<file path="config.mk">
export PLATFORM = sky130hd
export DESIGN_NAME = gpu_instruction_queue_flat
export DESIGN_NICKNAME = d
export VERILOG_FILES = /design/src/rtl/gpu_instr_pkg.sv /design/src/rtl/gpu_instruction_queue_if.sv /design/src/rtl/gpu_queue_mem.sv /design/src/rtl/gpu_instruction_queue.sv /design/src/flat_wrapper.sv
export SDC_FILE = /design/constraint.sdc
export NUM_CORES = 1
export LEC_CHECK = 0
export CAP_MARGIN = 5
export CORE_ASPECT_RATIO = 1.75
export CORE_UTILIZATION = 40
export CTS_BUF_LIST = sky130_fd_sc_hd__clkbuf_16
export CTS_CLUSTER_SIZE = 28
export DETAILED_ROUTE_END_ITERATION = 6
export DONT_BUFFER_PORTS = 1
export SKIP_CTS_REPAIR_TIMING = 1
export SLEW_MARGIN = 40
export SYNTH_ARGS = -nofsm -noshare
export SYNTH_HDL_FRONTEND = slang
export SYNTH_SLANG_ARGS = --single-unit
</file>
<file path="constraint.sdc">
create_clock -name clk -period 8.3 [get_ports clk]
set_clock_uncertainty 0.2 [all_clocks]
set_input_delay 2.49 -clock clk [delete_from_list [all_inputs] [get_ports clk]]
set_output_delay 2.49 -clock clk [all_outputs]
set_load 0.005 [all_outputs]
</file>
<file path="src/rtl/gpu_instr_pkg.sv">
// Shared types for the draw-instruction path: the packed instruction word
// carried through the queue and the opcode encoding used by the decoder.
package gpu_instr_pkg;

  typedef enum logic [3:0] {
    OP_NOP    = 4'h0,
    OP_LINE   = 4'h1,
    OP_RECT   = 4'h2,
    OP_CIRCLE = 4'h3,
    OP_FILL   = 4'h4,
    OP_CLEAR  = 4'h5
  } opcode_t;

  // Field order runs MSB to LSB; the coordinates match the 10-bit screen space
  typedef struct packed {
    logic [2:0] oct;
    logic [7:0] b;
    logic [7:0] g;
    logic [7:0] r;
    logic [7:0] rad;
    logic [9:0] y2;
    logic [9:0] x2;
    logic [9:0] y1;
    logic [9:0] x1;
    logic [3:0] opcode;
  } instr_t;

  localparam int INSTR_WIDTH = $bits(instr_t);

endpackage

</file>
<file path="src/rtl/gpu_instruction_queue_if.sv">
// Handshake and status bundle between the command decoder (master) and the
// instruction queue (slave).
interface gpu_instruction_queue_if
  import gpu_instr_pkg::*;
#(
  parameter int DATA_WIDTH = INSTR_WIDTH,
  parameter int DEPTH      = 8
);

  localparam int CW = $clog2(DEPTH) + 1;

  logic                  push_i;
  logic [DATA_WIDTH-1:0] data_i;
  logic                  pop_i;
  logic                  flush_i;
  logic                  clear_err_i;
  logic [DATA_WIDTH-1:0] data_o;
  logic                  empty_o;
  logic                  full_o;
  logic                  almost_empty_o;
  logic                  almost_full_o;
  logic [CW-1:0]         count_o;
  logic                  overflow_o;
  logic                  underflow_o;

  modport master (
    output push_i, data_i, pop_i, flush_i, clear_err_i,
    input  data_o, empty_o, full_o, almost_empty_o, almost_full_o,
           count_o, overflow_o, underflow_o
  );

  modport slave (
    input  push_i, data_i, pop_i, flush_i, clear_err_i,
    output data_o, empty_o, full_o, almost_empty_o, almost_full_o,
           count_o, overflow_o, underflow_o
  );

endinterface

</file>
<file path="src/rtl/gpu_queue_mem.sv">
// Instruction storage: one synchronous write port, one asynchronous read port.
// Entries are deliberately left unreset; validity is tracked by the queue count.
module gpu_queue_mem #(
  parameter int DATA_WIDTH = 79,
  parameter int DEPTH      = 8,
  localparam int AW        = $clog2(DEPTH)
) (
  input  logic                  clk,
  input  logic                  wr_en,
  input  logic [AW-1:0]         wr_addr,
  input  logic [DATA_WIDTH-1:0] wr_data,
  input  logic [AW-1:0]         rd_addr,
  output logic [DATA_WIDTH-1:0] rd_data
);

  logic [DATA_WIDTH-1:0] mem [DEPTH];

  always_ff @(posedge clk) begin
    if (wr_en) mem[wr_addr] <= wr_data;
  end

  assign rd_data = mem[rd_addr];

endmodule

</file>
<file path="src/rtl/gpu_instruction_queue.sv">
// Show-ahead instruction queue between the command decoder and the rasteriser
// dispatcher, with thresholds, occupancy, synchronous flush and sticky errors.
module gpu_instruction_queue
  import gpu_instr_pkg::*;
#(
  parameter int DATA_WIDTH = INSTR_WIDTH,
  parameter int DEPTH      = 8,
  parameter int AF_THRESH  = DEPTH - 2,
  parameter int AE_THRESH  = 1
) (
  input logic                  clk,
  input logic                  n_rst,
  gpu_instruction_queue_if.slave q
);

  localparam int AW = $clog2(DEPTH);
  localparam int CW = $clog2(DEPTH) + 1;
  localparam logic [CW-1:0] DEPTH_C = CW'(DEPTH);
  localparam logic [CW-1:0] AF_C    = CW'(AF_THRESH);
  localparam logic [CW-1:0] AE_C    = CW'(AE_THRESH);

  logic [AW-1:0]         rd_ptr;
  logic [AW-1:0]         wr_ptr;
  logic [CW-1:0]         count;
  logic                  overflow;
  logic                  underflow;
  logic                  empty;
  logic                  full;
  logic                  pop_acc;
  logic                  push_acc;
  logic                  ovf_set;
  logic                  unf_set;
  logic [DATA_WIDTH-1:0] rd_data;

  assign empty = (count == '0);
  assign full  = (count == DEPTH_C);

  // Flush overrides everything, so requests arriving with it are neither
  // accepted nor counted as errors.
  assign pop_acc  = q.pop_i & ~empty & ~q.flush_i;
  assign push_acc = q.push_i & (~full | pop_acc) & ~q.flush_i;
  assign ovf_set  = q.push_i & ~push_acc & ~q.flush_i;
  assign unf_set  = q.pop_i & empty & ~q.flush_i;

  gpu_queue_mem #(
    .DATA_WIDTH (DATA_WIDTH),
    .DEPTH      (DEPTH)
  ) u_mem (
    .clk     (clk),
    .wr_en   (push_acc),
    .wr_addr (wr_ptr),
    .wr_data (q.data_i),
    .rd_addr (rd_ptr),
    .rd_data (rd_data)
  );

  always_ff @(posedge clk or negedge n_rst) begin
    if (!n_rst) begin
      rd_ptr <= '0;
      wr_ptr <= '0;
      count  <= '0;
    end else if (q.flush_i) begin
      rd_ptr <= '0;
      wr_ptr <= '0;
      count  <= '0;
    end else begin
      if (push_acc) wr_ptr <= wr_ptr + 1'b1;
      if (pop_acc)  rd_ptr <= rd_ptr + 1'b1;
      case ({push_acc, pop_acc})
        2'b10:   count <= count + 1'b1;
        2'b01:   count <= count - 1'b1;
        default: count <= count;
      endcase
    end
  end

  // A new error event takes precedence over a coincident clear.
  always_ff @(posedge clk or negedge n_rst) begin
    if (!n_rst) begin
      overflow  <= 1'b0;
      underflow <= 1'b0;
    end else begin
      if (ovf_set)            overflow <= 1'b1;
      else if (q.clear_err_i) overflow <= 1'b0;
      if (unf_set)            underflow <= 1'b1;
      else if (q.clear_err_i) underflow <= 1'b0;
    end
  end

  assign q.data_o         = empty ? '0 : rd_data;
  assign q.empty_o        = empty;
  assign q.full_o         = full;
  assign q.almost_empty_o = (count <= AE_C);
  assign q.almost_full_o  = (count >= AF_C);
  assign q.count_o        = count;
  assign q.overflow_o     = overflow;
  assign q.underflow_o    = underflow;

endmodule

</file>
<file path="src/flat_wrapper.sv">
// flat-port wrapper written by rule: the top's interface ports become plain ports
module gpu_instruction_queue_flat import gpu_instr_pkg::*;
#(
  parameter int DATA_WIDTH = INSTR_WIDTH,
  parameter int DEPTH      = 8,
  parameter int AF_THRESH  = DEPTH - 2,
  parameter int AE_THRESH  = 1
)
  (clk, n_rst, q_push_i, q_data_i, q_pop_i, q_flush_i, q_clear_err_i, q_data_o, q_empty_o, q_full_o, q_almost_empty_o, q_almost_full_o, q_count_o, q_overflow_o, q_underflow_o);
  gpu_instruction_queue_if #(.DATA_WIDTH(DATA_WIDTH), .DEPTH(DEPTH)) q_i ();
  input logic clk;
  input logic n_rst;
  input wire logic [$bits(q_i.push_i)-1:0] q_push_i;
  input wire logic [$bits(q_i.data_i)-1:0] q_data_i;
  input wire logic [$bits(q_i.pop_i)-1:0] q_pop_i;
  input wire logic [$bits(q_i.flush_i)-1:0] q_flush_i;
  input wire logic [$bits(q_i.clear_err_i)-1:0] q_clear_err_i;
  output wire logic [$bits(q_i.data_o)-1:0] q_data_o;
  output wire logic [$bits(q_i.empty_o)-1:0] q_empty_o;
  output wire logic [$bits(q_i.full_o)-1:0] q_full_o;
  output wire logic [$bits(q_i.almost_empty_o)-1:0] q_almost_empty_o;
  output wire logic [$bits(q_i.almost_full_o)-1:0] q_almost_full_o;
  output wire logic [$bits(q_i.count_o)-1:0] q_count_o;
  output wire logic [$bits(q_i.overflow_o)-1:0] q_overflow_o;
  output wire logic [$bits(q_i.underflow_o)-1:0] q_underflow_o;
  assign q_i.push_i = q_push_i;
  assign q_i.data_i = q_data_i;
  assign q_i.pop_i = q_pop_i;
  assign q_i.flush_i = q_flush_i;
  assign q_i.clear_err_i = q_clear_err_i;
  assign q_data_o = q_i.data_o;
  assign q_empty_o = q_i.empty_o;
  assign q_full_o = q_i.full_o;
  assign q_almost_empty_o = q_i.almost_empty_o;
  assign q_almost_full_o = q_i.almost_full_o;
  assign q_count_o = q_i.count_o;
  assign q_overflow_o = q_i.overflow_o;
  assign q_underflow_o = q_i.underflow_o;
  gpu_instruction_queue #(.DATA_WIDTH(DATA_WIDTH), .DEPTH(DEPTH), .AF_THRESH(AF_THRESH), .AE_THRESH(AE_THRESH)) u_core (.clk(clk), .n_rst(n_rst), .q(q_i));
endmodule
</file>
# ---- Word level (Yosys, flattened, before mapping)
# Memory sizes are Yosys's and may differ from the RTL's.
# Cells that the tools add are included.
dict set report totals {
  out_inout_bits 89
  n_memories 1
  reg_bits 12
  inputBits 85
  mem_bits_rw 632
  elab_cells 46
}
# name words word_bits read_ports rd_clocked_by_memory_dff write_ports line
set memory_table {}
lappend memory_table {u_core.u_mem.mem 8 79 1 0 1 gpu_queue_mem.sv:16} ;# logic [DATA_WIDTH-1:0] mem [DEPTH];
dict set report classes {
  magnitude_cmp 2
  bitwise_logic 13
  muxes 12
  n_eq_ne 3
  n_reduce_logical 6
  n_addsub 4
}
# operator count
set op_table {}
lappend op_table {{2-to-1 mux 79 bit} 1}
lappend op_table {{2-to-1 mux 3 bit} 4}
lappend op_table {{bitwise AND 1 bit} 8}
lappend op_table {{one-hot mux 4 bit (2 select lines)} 1}
lappend op_table {{nonzero test 2 bit} 4}
lappend op_table {{adder 3 x 1 -> 3 bit (second input constant)} 2}
lappend op_table {{2-to-1 mux 1 bit} 5}
lappend op_table {{adder 4 x 1 -> 4 bit (second input constant)} 1}
lappend op_table {{== test 4 bit (second input constant)} 1}
lappend op_table {{>= comparator 4 x 3 -> 1 bit (second input constant)} 1}
lappend op_table {{<= comparator 4 x 1 -> 1 bit (second input constant)} 1}
lappend op_table {{zero test 4 bit} 1}
lappend op_table {{2-to-1 mux 4 bit} 1}
lappend op_table {{inverter 1 bit} 4}
lappend op_table {{subtractor 4 x 1 -> 4 bit (second input constant)} 1}
lappend op_table {{nonzero test 3 bit} 1}
lappend op_table {{== test 2 x 1 -> 1 bit (second input constant)} 1}
lappend op_table {{== test 2 bit (second input constant)} 1}
lappend op_table {{OR 1 bit} 1}

# ---- Longest topological paths before layout
dict set report logic_depth {
  depth_word 11
  ltp_mapped 9
  depth_no_buf 8
}

# ---- By module
# From an unflattened synthesis, not the netlist that was laid out.
dict set report hier_totals {
  cells_unflattened 1103
  hier_area_um2 25378.1
}
# mod seq_area_each_um2 cells_per_inst area_each_um2 instances
set modules_own_cells {}
lappend modules_own_cells {gpu_queue_mem 18978.2 927 23779.1 1}
lappend modules_own_cells {gpu_instruction_queue 300.3 176 1599.0 1}

# ---- Worst setup path before layout
# No wires, ideal clock.
dict set report synth_timing {
  path_type {input to register}
  from {input q_pop_i}
  to {memory u_core.u_mem.mem[0][0], enable pin}
  n_path_buf 1
  setup_ns 0.613
  stages 5
  arrival_time_ns 8.396
  slack_ns -0.909
  path_cell_list {buf_2 -> nor2_1 -> nor3_1 -> nand2b_1 -> nor3_1}
}
dict set report synth_between {
  elab_chain_len 7
}
# element line
set synth_rtl {}
lappend synth_rtl {{start: declaration} flat_wrapper.sv:15} ;# input wire logic [$bits(q_i.pop_i)-1:0] q_pop_i;
lappend synth_rtl {{bitwise AND 1 bit (2 in a row)} gpu_instruction_queue.sv:40} ;# assign pop_acc = q.pop_i & ~empty & ~q.flush_i;
lappend synth_rtl {{OR 1 bit} gpu_instruction_queue.sv:41} ;# assign push_acc = q.push_i & (~full | pop_acc) & ~q.flush_i;
lappend synth_rtl {{bitwise AND 1 bit (2 in a row)} gpu_instruction_queue.sv:41}
lappend synth_rtl {{2-to-1 mux 1 bit} gpu_queue_mem.sv:19} ;# if (wr_en) mem[wr_addr] <= wr_data;
lappend synth_rtl {{2-to-1 mux 1 bit (implied by the code)} gpu_queue_mem.sv:19}
lappend synth_rtl {{end: declaration} gpu_queue_mem.sv:16}
# No other way between the ends.

# ---- Worst setup path after layout
dict set report layout_timing {
  from {register u_core.count[0] (netlist: u_core.q.count_o[0])}
  to {output q_data_o[23]}
}
dict set report layout_between {
  elab_chain_len 2
}
# element line
set layout_rtl {}
lappend layout_rtl {{start: declaration} gpu_instruction_queue.sv:24} ;# logic [CW-1:0] count;
lappend layout_rtl {{start signal: assignment} gpu_instruction_queue.sv:70} ;# 2'b10: count <= count + 1'b1;
lappend layout_rtl {{start signal: assignment} gpu_instruction_queue.sv:71} ;# 2'b01: count <= count - 1'b1;
lappend layout_rtl {{start signal: assignment} gpu_instruction_queue.sv:72} ;# default: count <= count;
lappend layout_rtl {{zero test 4 bit} gpu_instruction_queue.sv:35} ;# assign empty = (count == '0);
lappend layout_rtl {{named net q_empty_o} flat_wrapper.sv:19} ;# output wire logic [$bits(q_i.empty_o)-1:0] q_empty_o;
lappend layout_rtl {{2-to-1 mux 79 bit} gpu_instruction_queue.sv:90} ;# assign q.data_o = empty ? '0 : rd_data;
lappend layout_rtl {{end: declaration} flat_wrapper.sv:18} ;# output wire logic [$bits(q_i.data_o)-1:0] q_data_o;
# The timed path passes the listed nets, and every way through them passes these cells.

==> impl_metrics.ini <==
[outcome]
status = finished, final reports clean

[synth]
ys.flop_type = edfxtp_1
synth.net_count = 1191
synth.top_cell.area_share_pct = 76.7
synth.distinct_cells = 36
syn_area_per_cell_um2 = 22.5
netlist_area_um2 = 24800
yosys.area.top_type = edfxtp_1
yosysSeqAreaShare_pct = 77.9
synth-async-reset-ratio_pct = 1.86
yosys-top-cells-area = edfxtp_1 77%, mux4_2 14%, mux2i_1 3.3%
syn_inst = 1100
ys_ff_latch = 644
ys_warn_count = 0
synth_edf_count = 632

[die]
initial_core_util_pct = 40.4
die_x_um = 190
rows = 120
io-pin-count = 174
die_h_um = 331
dieArea_um2 = 62900
core_area_um2 = 61300

[timing]
fin_crit_ns = 5.71
hold_violations = 0
slew_violations = 0
post-route-period-util_pct = 68.7
worst_slew_pin_slew_ns = 0.804
fmax_mhz = 175
tns_ns = 0
setup_viol = 0
slew_headroom_pct = 46.4
rsz0062_at_grt = false

[routing]
routedWlPerCell_um = 25.6
drt_wl_total_mm = 50.4
detail-route-antenna-nets = 0
viasPerCell = 5.44
drc = 0
vias = 10711
firstDrtPassIters = 5
drt-initial-drc-count = 646

[clock_network]
clock_latency_ns = 0.59
h-tree-depth = 2
cts_root_buf = clkbuf_16
clk_pin_slew_ns = 0.07
cts_tree = done
max-clock-path-buffers = 3
cts_buffers = 55
clock-sinks = 644

[worst_hold_path]
min_to = u_core.q.overflow_o
min_path_cells = 2
hp-start = u_core.q.overflow_o
hold_class = reg2reg

[cells_and_area]
antenna_cells = 0
layout_commonest_cell = edfxtp_1
final_nets = 1220
final_cells = 1968
area_growth_pct = 11.5
num-fill-cells = 5115
post_route_cells_drive_above_1_share_pct = 24.0
final_cell_mix = 632 x edfxtp_1, 158 x mux4_2, 90 x nor2_1, 82 x mux2i_1, 57 x clkbuf_16

[worst_setup_path]
path_max_fanout = 81
reg2reg_slack_ns = 4.57
critPathSlowestCell = clkinv_4
cp.required_ns = 5.61
path_buf_inv = 2
slowest_delay_ns = 0.62
path_cells = inv_1 > ha_1 > or3b_1 > clkinv_4 > nor2_1
regToRegEndpoint = u_core.u_mem.mem[6][64]
crit_family = simple AND/OR/NAND/NOR gates
reg2reg_from = u_core.q.count_o[0]
cp.arrival_ns = 3.02
critPathKind = reg2out
startpoint_type = flip-flop
critPathCaptureType = output pin
reg2reg_depth = 9

[pwr]
leakagePower_nw = 8.30
p_per_area_nw_per_um2 = 275
peakVddDrop_v = 0.000247

[placed_design]
port_buffers = 0
dpl.cell_count = 1865
gp_congestion = 0.716
place_hpwl_mm = 29.4

[grt]
grt-ovfl-total = 0
grt_pass1_wl_mm = 74.5
grtUsageTotal_pct = 16.2
grt_pass1_vias = 11263
antenna_found_initial = 1
grt_max_degree = 82

[job]
max-cap-violations = 0
==> report_power, final <==
part | total, W | internal (W) | switching (W)
Clock | 0.00243 | 0.00131 | 0.00112
Sequential | 0.00376 | 0.00367 | 0.0000863
Combinational | 0.00139 | 0.000624 | 0.000770
==> cell families after synthesis <==
group | share of synthesized area [%]
compound gates | 0.510
xor+xnor | 0.177
fa+ha+maj | 0.303
buf+inv | 1.34
flops | 77.9
mux | 17.7
simple gates | 2.11
==> layout make-up <==
type	count	area, um^2	share of cell area (%)
inverters	7	31.3	0.113
repair buffers	28	355	1.29
multi-input cells	393	5210	18.9
clock inverters	46	284	1.03
clock buffers	57	1430	5.17
well taps	793	992	3.60
flip-flops and latches	644	19300	69.9
==> how the worst max path moves through the flow <==
stage,startpoint,to,slack [ns],depth (start not counted)
after floorplan,q_pop_i,u_core.u_mem.mem[7][0],1.21,5
after global placement,q_push_i,u_core.u_mem.mem[4][64],2.98,5
after detailed placement,q_push_i,u_core.u_mem.mem[7][34],3.04,6
after CTS,u_core.rd_ptr[0],q_data_o[6],2.39,4
after global routing,u_core.q.count_o[0],q_data_o[23],2.24,5
final,u_core.q.count_o[0],q_data_o[23],2.59,5
==> worst min-delay path: stages (launching register included) <==
cell      delay, ns
dfrtp_1        0.38
nand2b_1       0.07
o41ai_1        0.06
==> stage by stage <==
stage / power, W / worst slack, ns / hold slack, ns / area [um^2] / utilization [%]
global route: 0.00792 / 2.24 / 0.374 / 27600 / 45.0
global placement: 0.00527 / 2.98 / 0.343 / 25700 / 42.0
finish: 0.00759 / 2.59 / 0.341 / 27600 / 45.0
detailed placement: 0.00529 / 3.04 / 0.320 / 25900 / 42.3
CTS: 0.00772 / 2.39 / 0.340 / 27600 / 45.0
floorplan: 0.00493 / 1.21 / 0.274 / 24800 / -
==> per-layer routing <==
metal	track usage [%]	part of all wire, %	up-vias
met5	0	0	-
met4	4.72	2.1	0
met3	4.47	7.1	60
met2	27.7	52	295
met1	20.0	39	5761
li1	-	-	4595
==> registers in the layout (all words and copies together) (netlist names) <==
signal and count:
u_core.q.overflow_o 1, u_core.u_mem.mem 632, u_core.wr_ptr 3, u_core.q.underflow_o 1
u_core.q.count_o 4, u_core.rd_ptr 3
==> cell usage after synthesis (6+ instances only) <==
| cell | instances |
|---|---|
| buf_2 | 21 |
| mux2i_1 | 82 |
| buf_1 | 6 |
| clkbuf_1 | 15 |
| dfrtp_1 | 12 |
| buf_4 | 11 |
| ha_1 | 6 |
| nand2b_1 | 6 |
| mux4_2 | 158 |
| nand2_1 | 8 |
| edfxtp_1 | 632 |
| nor2_1 | 96 |
| inv_1 | 6 |
Power figures use the tool's default switching activity.
